File: config.mk
export PLATFORM = sky130hd
export DESIGN_NAME = booth_mul_ctrl
export DESIGN_NICKNAME = d
export VERILOG_FILES = /design/src/rtl/booth_mul_ctrl.sv
export SDC_FILE = /design/constraint.sdc
export NUM_CORES = 2
export LEC_CHECK = 0
export BUFFER_PORTS_ARGS = -buffer_cell sky130_fd_sc_hd__buf_2
export CAP_MARGIN = 20
export CORE_ASPECT_RATIO = 1.75
export CORE_MARGIN = 2
export CORE_UTILIZATION = 55
export DETAILED_ROUTE_END_ITERATION = 16
export GPL_TIMING_DRIVEN = 0
export PLACE_DENSITY = 0.77
export SLEW_MARGIN = 20
export SYNTH_ARGS = -nofsm -noshare
export SYNTH_HDL_FRONTEND = slang
export SYNTH_SLANG_ARGS = --single-unit
File: constraint.sdc
create_clock -name clk -period 9.89 [get_ports clk]
set_clock_uncertainty 0.15 [all_clocks]
set_input_delay 0 -clock clk [delete_from_list [all_inputs] [get_ports clk]]
set_output_delay 0 -clock clk [all_outputs]
set_load 0.02 [all_outputs]
File: src/rtl/booth_mul_ctrl.sv
// Radix-4 Booth multiplier sequencer. Drives one shared partial-product
// generator, one Booth group per cycle, and accumulates a 128-bit product.
//
// state | meaning
// IDLE  | waiting for an operation, in_ready=1
// BUSY  | stepping Booth groups 0..N-1 through the generator
// DONE  | product final; result registered and held until consumed
module booth_mul_ctrl #(
  parameter int XLEN = 64
) (
  input  logic                clk,
  input  logic                rst_n,
  input  logic                in_valid,
  output logic                in_ready,
  input  logic [1:0]          op_signed,
  input  logic                op_w,
  input  logic [XLEN-1:0]     src_a,
  input  logic [XLEN-1:0]     src_b,
  input  logic                flush,
  output logic                out_valid,
  input  logic                out_ready,
  output logic [XLEN-1:0]     result_hi,
  output logic [XLEN-1:0]     result_lo,
  output logic [XLEN:0]       pp_x,
  output logic                pp_neg,
  output logic                pp_one,
  output logic                pp_two,
  output logic                pp_zero,
  input  logic [2*XLEN-1:0]   pp_p
);

  localparam int HALF = XLEN / 2;
  localparam logic [5:0] LAST_FULL = 6'(XLEN / 2);      // N-1 for full width
  localparam logic [5:0] LAST_WORD = 6'(XLEN / 4);      // N-1 for word op

  typedef enum logic [1:0] {S_IDLE, S_BUSY, S_DONE} state_t;

  state_t              r_state;
  state_t              w_next_state;
  logic [XLEN:0]       r_ext_a;
  logic [XLEN+2:0]     r_mb;        // {ext_b, y[-1]}; low 3 bits are the current window
  logic [2*XLEN-1:0]   r_acc;
  logic [5:0]          r_cnt;
  logic [5:0]          r_last;
  logic                r_op_w;
  logic                r_out_valid;
  logic [XLEN-1:0]     r_res_hi;
  logic [XLEN-1:0]     r_res_lo;

  logic                w_accept;
  logic                w_sign_a;
  logic                w_sign_b;
  logic [XLEN-1:0]     w_a_src;
  logic [XLEN-1:0]     w_b_src;
  logic [2*XLEN-1:0]   w_pp_shift;
  logic [2:0]          w_win;

  assign w_accept = (r_state == S_IDLE) && in_valid && !flush;
  assign w_sign_a = op_signed[0];
  assign w_sign_b = &op_signed;
  // Word ops narrow the operands first, then share the 64-bit extension path.
  assign w_a_src  = op_w ? {{HALF{w_sign_a & src_a[HALF-1]}}, src_a[HALF-1:0]} : src_a;
  assign w_b_src  = op_w ? {{HALF{w_sign_b & src_b[HALF-1]}}, src_b[HALF-1:0]} : src_b;
  assign w_pp_shift = pp_p << {r_cnt, 1'b0};
  assign w_win    = r_mb[2:0];

  assign out_valid = r_out_valid;
  assign result_hi = r_res_hi;
  assign result_lo = r_res_lo;

  // State register; flush overrides any transition.
  always_ff @(posedge clk) begin
    if (!rst_n || flush) r_state <= S_IDLE;
    else                 r_state <= w_next_state;
  end

  // Next-state logic.
  always_comb begin
    w_next_state = r_state;
    case (r_state)
      S_IDLE: if (w_accept) w_next_state = S_BUSY;
      S_BUSY: if (r_cnt == r_last) w_next_state = S_DONE;
      S_DONE: if (r_out_valid && out_ready) w_next_state = S_IDLE;
      default: w_next_state = S_IDLE;
    endcase
  end

  // Handshake and Booth select outputs; generator idles on zero outside BUSY.
  always_comb begin
    in_ready = (r_state == S_IDLE);
    pp_x     = '0;
    pp_neg   = 1'b0;
    pp_one   = 1'b0;
    pp_two   = 1'b0;
    pp_zero  = 1'b1;
    if (r_state == S_BUSY) begin
      pp_x    = r_ext_a;
      pp_zero = 1'b0;
      case (w_win)
        3'b001, 3'b010: pp_one = 1'b1;
        3'b011:         pp_two = 1'b1;
        3'b100:         begin pp_two = 1'b1; pp_neg = 1'b1; end
        3'b101, 3'b110: begin pp_one = 1'b1; pp_neg = 1'b1; end
        default:        pp_zero = 1'b1;
      endcase
    end
  end

  // Operand latch, accumulation and result register.
  always_ff @(posedge clk) begin
    if (!rst_n) begin
      r_ext_a     <= '0;
      r_mb        <= '0;
      r_acc       <= '0;
      r_cnt       <= '0;
      r_last      <= '0;
      r_op_w      <= 1'b0;
      r_out_valid <= 1'b0;
      r_res_hi    <= '0;
      r_res_lo    <= '0;
    end else if (flush) begin
      r_acc       <= '0;
      r_cnt       <= '0;
      r_out_valid <= 1'b0;
    end else begin
      case (r_state)
        S_IDLE: if (w_accept) begin
          r_ext_a <= {w_sign_a & w_a_src[XLEN-1], w_a_src};
          r_mb    <= {{2{w_sign_b & w_b_src[XLEN-1]}}, w_b_src, 1'b0};
          r_acc   <= '0;
          r_cnt   <= '0;
          r_last  <= op_w ? LAST_WORD : LAST_FULL;
          r_op_w  <= op_w;
        end
        S_BUSY: begin
          r_acc <= r_acc + w_pp_shift;
          r_cnt <= r_cnt + 6'd1;
          r_mb  <= {r_mb[XLEN+2], r_mb[XLEN+2], r_mb[XLEN+2:2]};
        end
        S_DONE: begin
          if (!r_out_valid) begin
            r_out_valid <= 1'b1;
            r_res_hi    <= r_op_w ? '0 : r_acc[2*XLEN-1:XLEN];
            r_res_lo    <= r_op_w ? {{HALF{r_acc[HALF-1]}}, r_acc[HALF-1:0]}
                                  : r_acc[XLEN-1:0];
          end else if (out_ready) begin
            r_out_valid <= 1'b0;
          end
        end
        default: ;
      endcase
    end
  end

endmodule

==> Word-level counts from Yosys, hierarchy flattened <==
Index checks and enable logic that the tools add are counted.
{ "classes": {"addsub": 2, "eq_ne": 12, "n_shift": 1, "n_mux": 26, "n_bitwise": 8, "n_reduce_logical": 20} }
{ "op_table": {"columns": ["operator", "count"], "rows": [
  ["64-bit two-way mux", 4],
  ["128-bit case mux with 2 select lines", 1],
  ["67-bit case mux with 2 select lines", 1],
  ["128-bit adder", 1],
  ["128-bit two-way mux", 1],
  ["128-bit by 7-bit left shift with 128-bit output", 1],
  ["67-bit two-way mux", 1],
  ["65-bit two-way mux", 1],
  ["6-bit two-way mux", 2],
  ["6-bit case mux with 2 select lines", 1],
  ["3-bit AND reduction", 4],
  ["1-bit two-way mux", 10],
  ["3-bit equality test (second input constant)", 3],
  ["6-bit by 1-bit adder with 6-bit output (second input constant)", 1],
  ["3-bit by 2-bit equality test with 1-bit output (second input constant)", 2],
  ["6-bit equality test", 1],
  ["2-bit two-way mux", 3],
  ["2-bit case mux with 3 select lines", 1],
  ["6-bit OR reduction", 1],
  ["1-bit bitwise AND", 4],
  ["2-bit != test (second input constant)", 2],
  ["1-bit inverter", 4],
  ["2-bit AND reduction", 2],
  ["4-bit AND reduction", 1],
  ["12 further kinds", 16]
]} }
{ "word_totals": {"reg_bits": 404, "input_bits": 264, "out_inout_bits": 199, "word_cells": 80} }

==> Logic depth before layout (Yosys ltp) <==
{ "logic_depth": {"ltp_word": 6, "mapped_depth": 28, "depth_no_buf": 24} }

==> Least setup slack after synthesis <==
Ideal clock, no wire load.
{ "synth_path": {"path_type": "register to register", "from": "reg r_cnt[1]", "to": "reg r_acc[121]", "setup_time_ps": 117, "arrival_ps": 5421, "required_ps": 9623, "setup_slack_ps": 4202, "stages_incl_launch_ff": 26, "synth_period_minus_slack_ps": 5688, "cell_sequence": "dfxtp_1 -> buf_2 -> buf_2 -> buf_2 -> clkbuf_1 -> clkbuf_1 -> mux4_2 -> nand2_1 -> nand2_1 -> o21ai_0 -> mux2i_1 -> and2_1 -> ha_1 -> buf_2 -> nand4_2 -> or3_1 -> or3_1 -> or2_1 -> a2111oi_4 -> o21bai_2 -> a211oi_2 -> o21ai_1 -> a211oi_2 -> o31ai_1 -> xnor2_1 -> a22o_1"} }
{ "synth_via": {"elab_chain_len": 3} }
{ "synth_rtl": {"columns": ["item", "line", "rtl"], "rows": [
  ["from (decl)", "43", "logic [5:0] r_cnt;"],
  ["from (signal assigned)", "137", "r_cnt <= r_cnt + 6'd1;"],
  ["128-bit by 7-bit left shift with 128-bit output", "64", "assign w_pp_shift = pp_p << {r_cnt, 1'b0};"],
  ["128-bit adder", "136", "r_acc <= r_acc + w_pp_shift;"],
  ["128-bit case mux with 2 select lines", "126", "case (r_state)"],
  ["to (signal assigned)", "136", null],
  ["to (decl)", "42", "logic [2*XLEN-1:0] r_acc;"]
]} }
No other way between the ends.
A chain may end at the register's enable or synchronous reset.

==> Final worst setup path <==
{ "layout_path": {"from": "reg r_cnt[1]", "to": "reg r_acc[127]"} }
The elaborated chain is that of the path after synthesis.

==> flow_metrics.tcl <==
set metrics [dict create \
    status "finished, final reports clean" \
    drc 0 \
    cts_max_path_buffers 3 \
    place_area_um2 34500 \
    drt-initial-drc-count 3602 \
    path_class "reg2reg" \
    critical_path_arrival_ps 9170 \
    die_x_um 184 \
    drt-wirelength-per-cell_um 26.5 \
    fin_area_um2 37200 \
    drive_above_1_share_pct 14.0 \
    ys_seq_area_share_pct 25.6 \
    finalHoldViolations 0 \
    synth_common_cells "nand2_1, a21oi_1, nor2_1" \
    final.setup.tns_ps 0 \
    crit_cells 26 \
    overflow 0 \
    cp-end-kind "flop" \
    synth_nets 4742 \
    root_buffer "clkbuf_16" \
    cts_hold_buf 136 \
    nNetsFinal 5382 \
    min_path_type "in2reg" \
    ys.warnings.count 0 \
    final_antenna_net_count 0 \
    cts_resized 0 \
    synth_top_area_cell "dfxtp_1" \
    cp-start-kind "flop" \
    cap_violations 0 \
    cellLeakagePower_nw 16.3 \
    grt_pass1_vias 37000 \
    cp_top_family "compound AO/OA/AOI/OAI gates" \
    cts_tree "done" \
    power_density_nw_per_um2 109 \
    finalSetupViolations 0 \
    slowest_stage "o21ai_0" \
    yosysTopAreaCellShare_pct 25.6 \
    vdd_drop_max_mv 0.131 \
    crit_fanout 10 \
    insertion_delay_ps 580 \
    die_area_um2 58800 \
    finalPower_mw 4.04 \
    syn_to_final_growth_pct 19.1 \
    firstDrtPassIters 8 \
    period_share_pct 89.2 \
    hpwlAfterDp_um 116000 \
    grt_pass1_wl_um 225000 \
    coreArea_um2 56300 \
    syn_avg_cell_area_um2 7.19 \
    die_height_um 319 \
    port_buffers 462 \
    wirelength_um 154000 \
    synth_most_common_cell "nand2_1" \
    ys_types 81 \
    vias 37500 \
    antenna_found_initial 15 \
    critical-path-max-stage-delay_ps 970 \
    htree_levels 2 \
    place.gp.congestion 1.11 \
    slew_viol_final 0 \
    reg2reg_depth 26 \
    yosys-top-cells-area "dfxtp_1, nand2_1, a21oi_1" \
    synth_ff_type "dfxtp_1" \
    ys_ff_latch 399 \
    cts_setup_buffers 0 \
    postSynthCellCount 4348 \
    relSlewSlack_pct 14.6 \
    holdPathStages 7 \
    path_clk_slew_ps 70 \
    io_pins 463 \
    worst_slew_pin_slew_ps 1270 \
    row_count 115 \
    period_minus_slack_ps 8820 \
    netlist_area_um2 31200 \
    start_util_pct 55.5 \
    async_reset_ff_share_pct 0 \
    final_util_pct 66.2 \
    worstPathRequired_ps 10240 \
    max_freq_mhz 113 \
    grt_usage_pct 51.3 \
    grt_max_degree 17 \
    synth_edf_count 0 \
    cts_buffers 38 \
    via_per_inst 6.47 \
    cts_sinks 399 \
    fillers 4904 \
    critPathBufInv 6 \
    rsz0062_at_grt "false" \
]
-- where the power goes --
part,internal (mW),switching [mW],total [mW]
Sequential,1.64,0.0255,1.67
Clock,0.842,0.705,1.55
Combinational,0.281,0.544,0.825
Total,2.76,1.27,4.04
-- layout by cell type, fill, tap and decap left out, types with 12 or more instances in the layout --
master / instances
nand2_1: 781
or2_2: 15
o31ai_1: 12
o21bai_1: 38
mux2i_1: 122
nor2_1: 438
o22ai_1: 30
buf_2: 490
nand3_1: 188
o21ai_0: 226
o21a_1: 26
a21oi_1: 453
xnor2_1: 82
nor3_1: 36
clkbuf_1: 286
mux4_2: 60
diode_2: 13
buf_1: 50
a21o_1: 67
xor2_1: 43
and2_1: 82
mux2_2: 33
a21boi_0: 169
dfxtp_1: 399
dlygate4sd3_1: 136
clkbuf_16: 38
o21ai_1: 34
nor2b_1: 50
and3_1: 42
a211oi_1: 65
ha_1: 129
inv_1: 46
o211a_1: 66
nand4_1: 70
a31oi_1: 38
-- stage by stage --
step,std cells,hold WS [ps],worst slack (ps)
2_1_floorplan,4348,-59.9,4200
3_3_place_gp,5570,104,1700
3_5_place_dp,5572,107,1700
4_1_cts,5776,14.2,1680
5_1_grt,5781,119,1060
6_report,5789,36.0,1070
-- layer usage --
metal  track usage [%]  up-vias  share of wire, %
li1                  -    16700                 -
met1              48.2    17200                31
met2              82.8     2572                45
met3              15.9     1022               9.6
met4              58.1        8                14
met5              1.02        -             0.089
-- cell type report --
type                            count  area (µm²)  area share [%]
Inverter                           51         191           0.514
Clock inverter                     17         168           0.450
Timing Repair Buffer              600        3690            9.91
Buffer                            369        1430            3.85
Tap cell                          760         951            2.56
Sequential cell                   399        7990            21.5
Antenna cell                       13        32.5          0.0874
Multi-Input combinational cell   3529       21700            58.2
Clock buffer                       51        1100            2.96
-- worst min-delay path: cells and delay by family --
family	cells	cell delay, ps
adder cells (fa/ha/maj)	1	160
AND/OR/NAND/NOR	4	280
AO/OA/AOI/OAI	1	140
buffers and inverters	1	140
-- registers in the layout (all words and copies together), names as in the netlist --
register	flops
r_acc	128
r_cnt	6
r_mb	67
out_valid	1
result_lo	64
r_ext_a	65
r_last	2
r_state	2
result_hi	64
-- worst paths after layout --
check	start	to	slack, ps
worst min register to register	result_hi[12]$_SDFFE_PN0P_	result_hi[12]$_SDFFE_PN0P_	310
worst max register to register	r_cnt[1]$_SDFFE_PP0P_	r_acc[127]$_SDFFE_PP0P_	1070
worst min-delay path	pp_p[1]	r_acc[1]$_SDFFE_PP0P_	40
worst max-delay path	r_cnt[1]$_SDFFE_PP0P_	r_acc[127]$_SDFFE_PP0P_	1070
-- kinds of logic (layout without fill, tap and decap cells) --
family                     Yosys count  count (layout)  share of synthesized area, %
DFF                                399             399                          25.6
and+or+nand+nor                   1744            1744                          24.3
muxes                              215             215                          9.42
xor gates and xnor gates           125             125                          3.50
AOI/OAI and AO/OA                 1315            1315                          26.8
buffers and inverters              420            1088                          5.17
other                                0              13                             0
adders and majority gates          130             130                          5.23
Note: power is estimated with default switching activity, not from simulation.
